$ cat src/rtl/kernel_loader.sv
// Streaming weight loader: scatters a flat valid/ready word stream across
// NUM kernel banks of DEPTH words. Word k goes to bank k/DEPTH, address k%DEPTH.
module kernel_loader #(
   parameter int WIDTH  = 16,
   parameter int DEPTH  = 736,
   parameter int NUM    = 512,
   parameter int ADDR_W = 10,
   parameter int BANK_W = 9
) (
   input  logic              clk,
   input  logic              rst,
   input  logic              start,
   input  logic              abort,
   input  logic              s_valid,
   input  logic [WIDTH-1:0]  s_data,
   output logic              s_ready,
   output logic [NUM-1:0]    wr_en,
   output logic [ADDR_W-1:0] wr_addr,
   output logic [WIDTH-1:0]  wr_data,
   output logic              busy,
   output logic              done,
   output logic              aborted
);

   // state | meaning
   // IDLE  | waiting for start; stream not accepted
   // LOAD  | accepting words, one registered bank write per handshake
   typedef enum logic {IDLE, LOAD} state_t;

   localparam logic [ADDR_W-1:0] ADDR_LAST = ADDR_W'(DEPTH - 1);
   localparam logic [BANK_W-1:0] BANK_LAST = BANK_W'(NUM - 1);

   state_t            state, state_nx;
   logic [ADDR_W-1:0] addr_cnt;
   logic [BANK_W-1:0] bank_cnt;
   logic              last_word;
   logic              do_write;
   logic              clr_cnt;
   logic              take_done;
   logic              take_abort;

   assign last_word = (addr_cnt == ADDR_LAST) && (bank_cnt == BANK_LAST);

   always_ff @(posedge clk) begin
      if (rst) state <= IDLE;
      else     state <= state_nx;
   end

   always_comb begin
      state_nx   = state;
      do_write   = 1'b0;
      clr_cnt    = 1'b0;
      take_done  = 1'b0;
      take_abort = 1'b0;
      case (state)
         IDLE: begin
            if (start) begin
               clr_cnt  = 1'b1;
               state_nx = LOAD;
            end
         end
         LOAD: begin
            // abort wins over a same-cycle handshake, including the last word
            if (abort) begin
               take_abort = 1'b1;
               state_nx   = IDLE;
            end else if (s_valid) begin
               do_write = 1'b1;
               if (last_word) begin
                  take_done = 1'b1;
                  state_nx  = IDLE;
               end
            end
         end
         default: state_nx = IDLE;
      endcase
   end

   assign s_ready = (state == LOAD);
   assign busy    = (state == LOAD);

   always_ff @(posedge clk) begin
      if (rst || clr_cnt) begin
         addr_cnt <= '0;
         bank_cnt <= '0;
      end else if (do_write) begin
         if (addr_cnt == ADDR_LAST) begin
            addr_cnt <= '0;
            bank_cnt <= (bank_cnt == BANK_LAST) ? '0 : bank_cnt + 1'b1;
         end else begin
            addr_cnt <= addr_cnt + 1'b1;
         end
      end
   end

   always_ff @(posedge clk) begin
      if (rst) begin
         wr_en   <= '0;
         wr_addr <= '0;
         wr_data <= '0;
         done    <= 1'b0;
         aborted <= 1'b0;
      end else begin
         for (int i = 0; i < NUM; i++)
            wr_en[i] <= do_write && (bank_cnt == BANK_W'(i));
         if (do_write) begin
            wr_addr <= addr_cnt;
            wr_data <= s_data;
         end
         done    <= take_done;
         aborted <= take_abort;
      end
   end

endmodule

$ cat config.mk
export PLATFORM = sky130hd
export DESIGN_NAME = kernel_loader
export DESIGN_NICKNAME = d
export VERILOG_FILES = /design/src/rtl/kernel_loader.sv
export SDC_FILE = /design/constraint.sdc
export NUM_CORES = 1
export LEC_CHECK = 0
export CORE_AREA = 4 4 218 220
export DETAILED_ROUTE_END_ITERATION = 8
export DIE_AREA = 0 0 222 224
export PLACE_DENSITY_LB_ADDON = 0.25
export RECOVER_POWER = 25
export SLEW_MARGIN = 30
export SYNTH_ARGS = -nofsm -noshare
export SYNTH_HDL_FRONTEND = slang
export SYNTH_SLANG_ARGS = --single-unit
$ cat constraint.sdc
create_clock -name clk -period 3.8 [get_ports clk]
set_clock_uncertainty 0.05 [all_clocks]
set_input_delay 0.57 -clock clk [delete_from_list [all_inputs] [get_ports clk]]
set_output_delay 0.57 -clock clk [all_outputs]
set_load 0.01 [all_outputs]
# Word level (Yosys, flattened, before mapping)
# Cells that the tools add are included.
# word_totals
reg_bits	560
input_bits	21
output_inout_bits	542
# classes
n_addsub	2
eq_ne	512
muxes	13
bitwise_logic	2
reduce_logical	518
# ops
op	n
equality test 9 bit, second input constant	256
equality test 9 x 8 -> 1 bit, second input constant	128
equality test 9 x 7 -> 1 bit, second input constant	64
logical AND 1 bit	513
equality test 9 x 6 -> 1 bit, second input constant	32
equality test 9 x 5 -> 1 bit, second input constant	16
equality test 9 x 4 -> 1 bit, second input constant	8
equality test 9 x 3 -> 1 bit, second input constant	4
equality test 9 x 2 -> 1 bit, second input constant	2
adder 10 x 1 -> 10 bit, second input constant	1
equality test 10 bit, second input constant	1
two-way mux 1 bit	10
two-way mux 10 bit	1
adder 9 x 1 -> 9 bit, second input constant	1
equality test 9 x 1 -> 1 bit, second input constant	1
logical NOT 9 bit	1
two-way mux 9 bit	1
OR reduction 4 bit	1
inverter 1 bit	2
case mux 1 bit (2 select lines)	1
AND reduction 2 bit	1
OR reduction 2 bit	1
logical OR 1 bit	1

# Longest topological paths before layout
# logic_depth
word_depth	6
mapped_depth	10
ltp_nobuf	7

# Worst setup path after synthesis
# No wires, ideal clock.
# synth_path
path_kind	register to register
startpoint	register bank_cnt[0]
endpoint	register bank_cnt[4]
setup_time_ns	0.070
arrival_ns	2.300
required_ns	3.680
slack_ns	1.380
stages_incl_launch_ff	10
path_cell_list	dfxtp_1 -> ha_1 -> buf_2 -> nand3_1 -> clkbuf_1 -> nor2_1 -> ha_1 -> clkbuf_1 -> or4_1 -> a21oi_1
# synth_between
elab_chain_cells	2
# synth_lines
element	line_no	source
start, declared	35	logic [BANK_W-1:0] bank_cnt;
start signal, assigned	89	bank_cnt <= (bank_cnt == BANK_LAST) ? '0 : bank_cnt + 1'b1;
adder 9 x 1 -> 9 bit / equality test 9 bit (equally long branches)	89	
two-way mux 9 bit (*)	89	
# Every way passes the cells marked *; elsewhere a longest branch is shown, timed or not.
# A chain may end at the register's enable or synchronous reset.

==> results.cfg <==
[route]
drc = 0
route.vias.total = 11600
dr.pass1.iters = 5
viasPerCell = 4.43
wl_um = 56800
ant_nets = 0
initialDrtViolationCount = 639
wl_per_cell_um = 21.7

[power_and_ir_drop]
p_int_uw = 9460
powerDensity_nw_per_um2 = 509
switching_share_pct = 19.7
leakage_uw = 0.00856
p_total_uw = 11800
peakVddDrop_uv = 358
pwr-share-clk_pct = 49.5
pwr-share-seq_pct = 49.9
p_sw_uw = 2320
comb_power_share_pct = 0.6

[clock_network]
htreeDepth = 2
insertion_delay_ps = 590
ctsHoldBuffers = 0
cts-resized-gates = 0
clkSlewWorstSetupHoldPaths_ps = 60
cts_sinks = 560
cts_buffers = 55
clk_path_buf_depth = 3
cts_setup_buffers = 0
cts_tree = yes
cts.root.buffer_cell = clkbuf_16

[sta]
setup_viol = 0
maxSlewViolCount = 34
max_slew_margin_pct = -1.49
setup_tns_ps = 0
rsz0062_at_grt = false
tightest_slew_ps = 1520
fin_crit_sh_pct = 75.4
max_freq_mhz = 349
period_needed_ps = 2870
hold_viol = 0

[synth]
synth_edf_count = 0
seq_area_frac_synth_pct = 74.0
post-synth-top-count-cell = dfxtp_1
synth_fp_nets = 1451
synthCells = 1423
ys_warn_count = 0
synthesis.area_um2 = 15200
synth-seq-cells = 560
ys_types = 42
synth_ff_type = dfxtp_1
ys_top_cells_by_area = dfxtp_1, nor2_1, nand2_1, nand3_4, buf_2
async_flop_share_pct = 0
synth.avg_cell_area_um2 = 10.6
yosysTopAreaCell = dfxtp_1
synth_common_cells = dfxtp_1, nor2_1, nand2_1
yosys.area.top_type_share_pct = 74.0

[floorplanning]
dieWidth_um = 222
die-area_um2 = 49700
fp.coreArea_um2 = 45300
die_height_um = 224
row_count = 78
start_util_pct = 33.5
ios = 563

[worst_setup_path]
end_kind = flop
required_ps = 4250
start_kind = input pin
cp.arrival_ps = 3320
critical_path_class = input pin to flop
path_max_fanout = 33

[finish]
area_growth_pct = 52.6
multiInputGateArea_um2 = 3360
nNetsFinal = 1999
diodes = 0
seq_area_um2 = 11200
final_layout_size_suffix_gt1_share_pct = 6.35
final_util_pct = 51.1
nFillCells = 4038

[global_routing]
overflow = 0
grt_pass1_wl_um = 81200
grt_max_degree = 34
grt_pass1_vias = 11300
antenna_found_initial = 0
grt_usage_pct = 21.9

[placement]
hpwl_um = 40800
portBuffers = 562
gp_congestion = 0.855

[outcome]
violations = max-capacitance violations, max-slew violations
outcome = finished, violations left

[job]
cap_violations = 1

[min_path]
hold_class = flop to flop
==> power by group through the flow <==
stage                     clock (uW)  combinational, uW  sequential [uW]
after global routing            6190               73.5             5880
after global placement             0               70.2             6010
after floorplan                    0               28.0             6010
after CTS                       5920               70.9             5880
after detailed placement           0               70.5             6010
final                           5840               67.2             5880
==> flip-flops by register name, summed over array words and instances (netlist names) <==
name / count
done: 1
wr_addr: 10
busy: 1
wr_data: 16
aborted: 1
addr_cnt: 10
wr_en: 512
bank_cnt: 9
==> critical path: stages <==
cell and delay (ps):
dlygate4sd3_1 560, clkbuf_1 590, nor3_4 530, nand3_1 770, nor2_1 290
==> cells in the final DEF, fill, tap and decap left out, types with 2 or more instances in the layout <==
| cell | n |
|---|---|
| a21oi_1 | 34 |
| nand3_4 | 9 |
| buf_4 | 20 |
| nor3_1 | 3 |
| o211ai_1 | 5 |
| nand4_1 | 10 |
| clkinvlp_4 | 2 |
| clkbuf_1 | 18 |
| dlygate4sd3_1 | 138 |
| nand3_1 | 29 |
| clkinv_2 | 6 |
| clkbuf_8 | 16 |
| bufinv_16 | 7 |
| a31oi_1 | 2 |
| nor3b_1 | 2 |
| nor4_1 | 2 |
| xnor2_1 | 5 |
| inv_1 | 5 |
| clkbuf_16 | 57 |
| ha_1 | 7 |
| and4_1 | 2 |
| clkdlybuf4s50_1 | 424 |
| xor2_1 | 3 |
| nor2_1 | 526 |
| nor2b_1 | 9 |
| o31ai_1 | 3 |
| o21ai_0 | 5 |
| dfxtp_1 | 560 |
| nand2_1 | 89 |
==> cells by family (layout without fill, tap and decap cells) <==
logic type,Yosys count,after routing,synth area share (%)
fa+ha+maj,7,7,0.578
compound gates,49,49,1.77
flops,560,560,74.0
buf+inv,102,696,3.03
xor+xnor,8,8,0.462
simple gates,697,697,20.2
==> worst paths after layout <==
kind / slack (ps) / end / cells past startpoint / from
setup reg to reg: 1010 / wr_en[132] / 5 / busy
hold reg to reg: 400 / wr_data[15] / 2 / wr_data[15]
hold / removal: 400 / wr_data[15] / 2 / wr_data[15]
setup / recovery: 930 / wr_en[258] / 5 / rst
==> area by class of cell <==
type	instances	share of cell area, %
Sequential cell	560	48.5
Timing Repair Buffer	588	25.1
Multi-Input combinational cell	761	14.5
Clock buffer	85	7.31
Tap cell	600	3.25
Clock inverter	18	1.28
Inverter	5	0.0812
==> metal layers <==
layer / vias to the layer above / part of all wire (%) / global-route usage [%] / routed length (um)
met3: 68 / 9.5 / 8.87 / 5390
met2: 497 / 49 / 37.4 / 27700
met1: 5535 / 40 / 25.9 / 22500
met4: 0 / 2.0 / 5.22 / 1130
met5: - / 0 / 0 / 0
li1: 5481 / - / - / -
==> through the flow <==
step           hold WS (ps)  setup slack [ps]  cells  area, um2
2_1_floorplan           403              1380   1423      15200
3_3_place_gp            392               900   2513      21300
3_5_place_dp            398               820   2513      21300
4_1_cts                 406              1280   2616      23300
5_1_grt                 418               686   2617      23100
6_report                402               934   2617      23100
(Power assumes the default switching activity.)
